`src/rtl/ixc_sfifo_dispatch.sv`:
```
// ixc_sfifo_dispatch: parses host headers and forwards payload beats through one output register to the sfifo ports.
module ixc_sfifo_dispatch #(
    parameter int               TIDW   = 22,
    parameter int               LENW   = 16,
    parameter logic [TIDW-1:0]  NULLID = {TIDW{1'b1}}
) (
    input  logic             fclk,
    input  logic             GFReset,
    input  logic [511:0]     HiData,
    input  logic             HiValid,
    output logic             HiReady,
    output logic [511:0]     CiData,
    output logic [TIDW-1:0]  CtId,
    output logic             CiValid,
    input  logic             CiReady,
    output logic [15:0]      pktCnt,
    output logic [15:0]      errCnt,
    output logic             busy
);
    typedef enum logic [1:0] {IDLE, PAYLOAD, DRAIN} state_t;
    state_t            r_state;
    logic [TIDW-1:0]   r_tid;
    logic [LENW-1:0]   r_rem;
    logic              w_hs;
    logic              w_ds;
    logic              w_last;
    logic [TIDW-1:0]   w_tid;
    logic [LENW-1:0]   w_len;
    assign w_tid  = HiData[TIDW-1:0];
    assign w_len  = HiData[TIDW+LENW-1:TIDW];
    assign w_ds   = CiValid && CiReady;
    assign w_hs   = HiValid && HiReady;
    assign w_last = r_rem == LENW'(1);
    assign busy   = r_state != IDLE;
    // a header is held off while the previous packet's last beat is still outstanding
    always_comb
        HiReady = GFReset ? 1'b0 :
                  r_state == IDLE    ? !CiValid :
                  r_state == PAYLOAD ? (!CiValid || CiReady) : 1'b1;
    always_ff @(posedge fclk) begin
        if (GFReset) begin
            r_state <= IDLE;
            r_tid   <= NULLID;
            r_rem   <= '0;
            CiData  <= '0;
            CtId    <= NULLID;
            CiValid <= 1'b0;
            pktCnt  <= '0;
            errCnt  <= '0;
        end else begin
            if (r_state == PAYLOAD && w_hs) begin
                CiData  <= HiData;
                CtId    <= r_tid;
                CiValid <= 1'b1;
            end else if (w_ds) begin
                CtId    <= NULLID;
                CiValid <= 1'b0;
            end
            if (w_hs) begin
                case (r_state)
                    IDLE: begin
                        if (w_len == '0) begin
                            pktCnt <= pktCnt + 16'd1;
                        end else if (w_tid == NULLID) begin
                            r_state <= DRAIN;
                            r_rem   <= w_len;
                            if (errCnt != 16'hFFFF) errCnt <= errCnt + 16'd1;
                        end else begin
                            r_state <= PAYLOAD;
                            r_tid   <= w_tid;
                            r_rem   <= w_len;
                        end
                    end
                    PAYLOAD: begin
                        r_rem <= r_rem - LENW'(1);
                        if (w_last) begin
                            r_state <= IDLE;
                            pktCnt  <= pktCnt + 16'd1;
                        end
                    end
                    default: begin
                        r_rem <= r_rem - LENW'(1);
                        if (w_last) r_state <= IDLE;
                    end
                endcase
            end
        end
    end
endmodule

```
`config.mk`:
```
export PLATFORM = sky130hd
export DESIGN_NAME = ixc_sfifo_dispatch
export DESIGN_NICKNAME = d
export VERILOG_FILES = /design/src/rtl/ixc_sfifo_dispatch.sv
export SDC_FILE = /design/constraint.sdc
export NUM_CORES = 1
export LEC_CHECK = 0
export ABC_AREA = 1
export BUFFER_PORTS_ARGS = -buffer_cell sky130_fd_sc_hd__clkbuf_2
export CORE_AREA = 2 2 428 430
export DETAILED_ROUTE_END_ITERATION = 8
export DIE_AREA = 0 0 430 432
export PLACE_DENSITY = 0.34
export SYNTH_ARGS = -nofsm -noshare
export SYNTH_HDL_FRONTEND = slang
export SYNTH_SLANG_ARGS = --single-unit
```
`constraint.sdc`:
```
create_clock -name fclk -period 4.3 [get_ports fclk]
set_input_delay 0.86 -clock fclk [delete_from_list [all_inputs] [get_ports fclk]]
set_output_delay 0.86 -clock fclk [all_outputs]
set_load 0.02 [all_outputs]
```
* Word level (Yosys, flattened, before mapping) *
Cells that the tools add are included.

operators by class
  reduce and logical (&&, ||, !) cells = 16
  bitwise gates (word level) = 2
  add/sub/neg operators = 3
  eq/ne operators = 7
  multiplexer cells = 16

operators by type and width
  operator                                                               count
  16-bit 2-to-1 mux                                                      4
  22-bit 2-to-1 mux                                                      2
  16-bit by 1-bit adder with 16-bit output (second input constant)       2
  16-bit one-hot mux with 2 select lines                                 1
  22-bit == test (second input constant)                                 1
  16-bit by 1-bit == test with 1-bit output (second input constant)      1
  16-bit zero test                                                       1
  16-bit != test (second input constant)                                 1
  16-bit by 1-bit subtractor with 16-bit output (second input constant)  1
  2-bit 2-to-1 mux                                                       4
  4-bit AND reduction                                                    2
  2-bit nonzero test                                                     4
  1-bit 2-to-1 mux                                                       5
  5-bit AND reduction                                                    1
  2-bit != test (second input constant)                                  2
  1-bit logical AND                                                      3
  3-bit AND reduction                                                    1
  2-bit by 1-bit == test with 1-bit output (second input constant)       1
  2-bit zero test                                                        1
  2-bit by 1-bit != test with 1-bit output (second input constant)       1
  1-bit NOT                                                              2
  2-bit AND reduction                                                    1
  1-bit zero test                                                        1
  1-bit logical OR                                                       1

word-level totals
  output and inout bits = 569
  input bits = 516
  bits in registers = 607
  word-level logic and storage cells = 52

* Longest topological paths before layout *
  word-level depth = 8
  depth in mapped cells = 10
  depth with buffers taken out = 10

* Least setup slack after synthesis *
OpenSTA, ideal clock, no wires.

  path kind = input to output
  from = in GFReset
  to = out HiReady
  required time = 3440 ps
  cell stages on the path = 4
  data arrival time = 1345 ps
  buffers on the path = 1
  path slack = 2095 ps
  cells stage by stage = buf_2 > inv_2 > nand2_2 > inv_1

on the way
  longest elaborated chain between the ends = 1

RTL lines
  item                line  source
  start: declaration  8     input logic GFReset,
  1-bit 2-to-1 mux    37    HiReady = GFReset ? 1'b0 :
  end: declaration    11    output logic HiReady,

No other way between the ends.

* Worst setup path in the final report *
  from = reg r_state[1]
  to = out HiReady

on the way
  longest elaborated chain between the ends = 4
  elaborated cells on any way between the ends = 5
  classes of those cells = 1 x eq/ne; 3 x mux; 1 x reduce/logical

RTL lines
  item                                      line  source
  start: declaration                        21    state_t r_state;
  start signal: assignment                  42    r_state <= IDLE;
  start signal: assignment                  65    r_state <= DRAIN;
  start signal: assignment                  69    r_state <= PAYLOAD;
  2-bit by 1-bit == test with 1-bit output  39    r_state == PAYLOAD ? (!CiValid || CiReady) : 1'b1;
  1-bit 2-to-1 mux                          39
  1-bit 2-to-1 mux (*)                      38    r_state == IDLE ? !CiValid :
  1-bit 2-to-1 mux (*)                      37

Every way passes the cells marked *; elsewhere a longest branch is shown, timed or not.

==> results.json <==
{
  "synth_commonest_cells": "747 x nand2_1, 607 x dfxtp_1, 590 x nand3_1",
  "worst-path-buf-inv": 3,
  "io_buffers": 1084,
  "rr_worst_depth": 5,
  "synth_seq_cells": 607,
  "p_leak_nw": 13.5,
  "multi_input_area_mm2": 0.00967,
  "drc": 0,
  "worstReg2RegStart": "r_state[0]$_SDFFE_PP0P_",
  "cp.arrival_ns": 1.79,
  "die_y_um": 432,
  "grt_pass1_wl_um": 172000,
  "synth_cell_type_count": 32,
  "finClkSkew_ns": 0.0393,
  "cts_made_buffers": 82,
  "synthArstFlopShare_pct": 0,
  "finalSetupTns_ns": 0,
  "drt_iter0_drc": 1451,
  "clockBufferDepth": 3,
  "viasPerCell": 3.80,
  "ant_nets": 0,
  "numClockSinks": 607,
  "slowest_stage": "dfxtp_1",
  "yosys.cell_count.top_type": "nand2_1",
  "syn_avg_cell_area_um2": 7.79,
  "setup_viol": 0,
  "grt_overflow_total": 0,
  "hold_viol_final": 0,
  "worstPathRequired_ns": 3.44,
  "powerDensity_mw_per_mm2": 417,
  "cts_tree": "done",
  "wl_um": 123000,
  "ioPinCount": 1085,
  "r2r_end": "CiData[341]$_SDFFE_PP0P_",
  "max_freq_ghz": 0.378,
  "crit_cells": 5,
  "synth_area_leaders": "dfxtp_1 52%, nand3_1 13%, a21oi_1 12%",
  "placed_cells": 6273,
  "wl_per_cell_um": 19.1,
  "clk_latency_ns": 0.70,
  "fp-row-count": 157,
  "maxSlewViolCount": 0,
  "ys_seq_area_share_pct": 51.7,
  "yosysWarnings": 0,
  "grt_max_degree": 159,
  "grt_use_total_pct": 12.5,
  "vdd_drop_max_v": 0.000295,
  "layout.nets": 4492,
  "hold_class": "in -> reg",
  "path_clk_slew_ns": 0.06,
  "via_count": 24483,
  "tightest_slew_ns": 1.01,
  "ctsHtreeMaxLevel": 3,
  "drt-pass1-iter-count": 5,
  "place.gp.congestion": 0.800,
  "total_power_mw": 14.1,
  "synthesis.area_mm2": 0.0235,
  "final_cells": 6436,
  "critPathTopFamily": "buffers and inverters",
  "synthFlopType": "dfxtp_1",
  "dp.final_hpwl_um": 89700,
  "cp_slowest_stage_delay_ns": 0.44,
  "period_share_pct": 61.6,
  "die_area_mm2": 0.186,
  "netlist_instances": 3015,
  "synthToLayoutAreaGrowth_pct": 43.7,
  "coreArea_mm2": 0.182,
  "max_slew_margin_pct": 32.7,
  "crit_path_start_kind": "flop",
  "rrSetupSlack_ns": 1.68,
  "path_class": "reg -> out",
  "max_cap_violations": 0,
  "critPathCaptureType": "output port",
  "die_w_um": 430,
  "yosysTopAreaCellShare_pct": 51.7,
  "rsz0062_at_grt": "false",
  "crit_end": "HiReady",
  "synth_nets": 3535,
  "start_util_pct": 12.9,
  "regArea_mm2": 0.0122,
  "status": "completed",
  "synth_area_leader_cell": "dfxtp_1",
  "clockRootBuffer": "clkbuf_16",
  "cp-startpoint": "r_state[1]$_SDFFE_PP0P_",
  "grt_pass1_vias": 23898,
  "synth-edff-count": 0,
  "cts_setup_buffers": 0,
  "ctsResizeCount": 0,
  "drive_gt1_share_pct": 31.6,
  "grt_antenna_before_repair": 32,
  "worstPathCellList": "inv_2 -> nand3_2 -> nand2_2 -> inv_1 -> clkbuf_2",
  "crit_fanout": 4,
  "holdBufCountCts": 0,
  "fin_crit_ns": 2.65,
  "fill_cells": 20809
}
-- worst register-to-register path: stages, from the launching register on --
cell and delay [ns]:
dfxtp_1 0.37, inv_1 0.12, nor2_4 0.62, buf_12 0.52
nand3_1 0.65, a21oi_1 0.25
-- through the flow --
stage          hold slack (ns)  instance area, um^2  setup slack (ns)  utilization [%]
3_5_place_dp             0.451                31000              1.11             17.1
4_1_cts                  0.316                33700              1.54             18.6
6_report                 0.417                33800              1.65             18.6
5_1_grt                  0.348                33800              1.48             18.6
2_1_floorplan            0.442                23500              2.09                -
3_3_place_gp             0.448                31000              1.13             17.1
-- final cells by class --
| class | count | share of cell area [%] |
|---|---|---|
| flip-flops and latches | 607 | 36.0 |
| multi-input cells | 2096 | 28.6 |
| repair buffers | 1131 | 17.7 |
| well taps | 2385 | 8.84 |
| clock buffers | 131 | 7.41 |
| clock inverters | 22 | 0.734 |
| inverters | 54 | 0.600 |
| diodes | 10 | 0.0741 |
-- registers in the layout, indices dropped and copies added (netlist names) --
| register | cells |
|---|---|
| CiData | 512 |
| r_rem | 16 |
| CiValid | 1 |
| errCnt | 16 |
| r_tid | 22 |
| CtId | 22 |
| r_state | 2 |
| pktCnt | 16 |
-- worst min path at each step --
| stage | cells after the start | slack (ns) | endpoint | startpoint |
|---|---|---|---|---|
| 2_1_floorplan | 2 | 0.44 | r_tid[0]$_SDFFE_PP1P_ | r_tid[0]$_SDFFE_PP1P_ |
| 3_3_place_gp | 2 | 0.45 | CiData[290]$_SDFFE_PP0P_ | CiData[290]$_SDFFE_PP0P_ |
| 6_report | 3 | 0.42 | CiData[391]$_SDFFE_PP0P_ | HiData[391] |
| 4_1_cts | 3 | 0.32 | CiData[391]$_SDFFE_PP0P_ | HiData[391] |
| 5_1_grt | 3 | 0.35 | CiData[386]$_SDFFE_PP0P_ | HiData[386] |
| 3_5_place_dp | 2 | 0.45 | CiData[59]$_SDFFE_PP0P_ | CiData[59]$_SDFFE_PP0P_ |
-- cell usage in the layout (no fill, tap or decap), types with 6 or more instances in the layout --
master        n
xor2_1       14
nand2_1     746
buf_12       15
nand4_1      11
nand2_2       6
diode_2      10
nor2_1       92
a21oi_1     567
clkinv_2      8
dfxtp_1     607
xnor2_1       6
clkbuf_8     20
inv_1        51
nand3_1     590
clkbuf_2   1083
o21ai_0      15
o22ai_1      23
clkbuf_16    85
nor3_1        6
buf_4        32
clkbuf_1     26
-- power breakdown --
| part | total (mW) | internal [mW] | switching [mW] |
|---|---|---|---|
| clock | 7.01 | 4.18 | 2.83 |
| sequential | 5.81 | 5.74 | 0.0679 |
| combinational | 1.25 | 0.403 | 0.842 |
-- routing by layer --
metal,global-route usage [%],vias up,share of wire [%]
li1,-,12087,-
met1,13.9,11411,39
met2,21.7,731,50
met3,4.20,212,7.1
met4,5.11,42,3.8
met5,0,-,0.22
-- cells by family after synthesis --
| family | share of synthesized area [%] |
|---|---|
| and+or+nand+nor | 27.0 |
| AOI/OAI and AO/OA | 13.2 |
| DFF | 51.7 |
| buffers and inverters | 7.12 |
| xor gates and xnor gates | 0.746 |
| adders and majority gates | 0.213 |
Note: power is estimated with default switching activity, not from simulation.
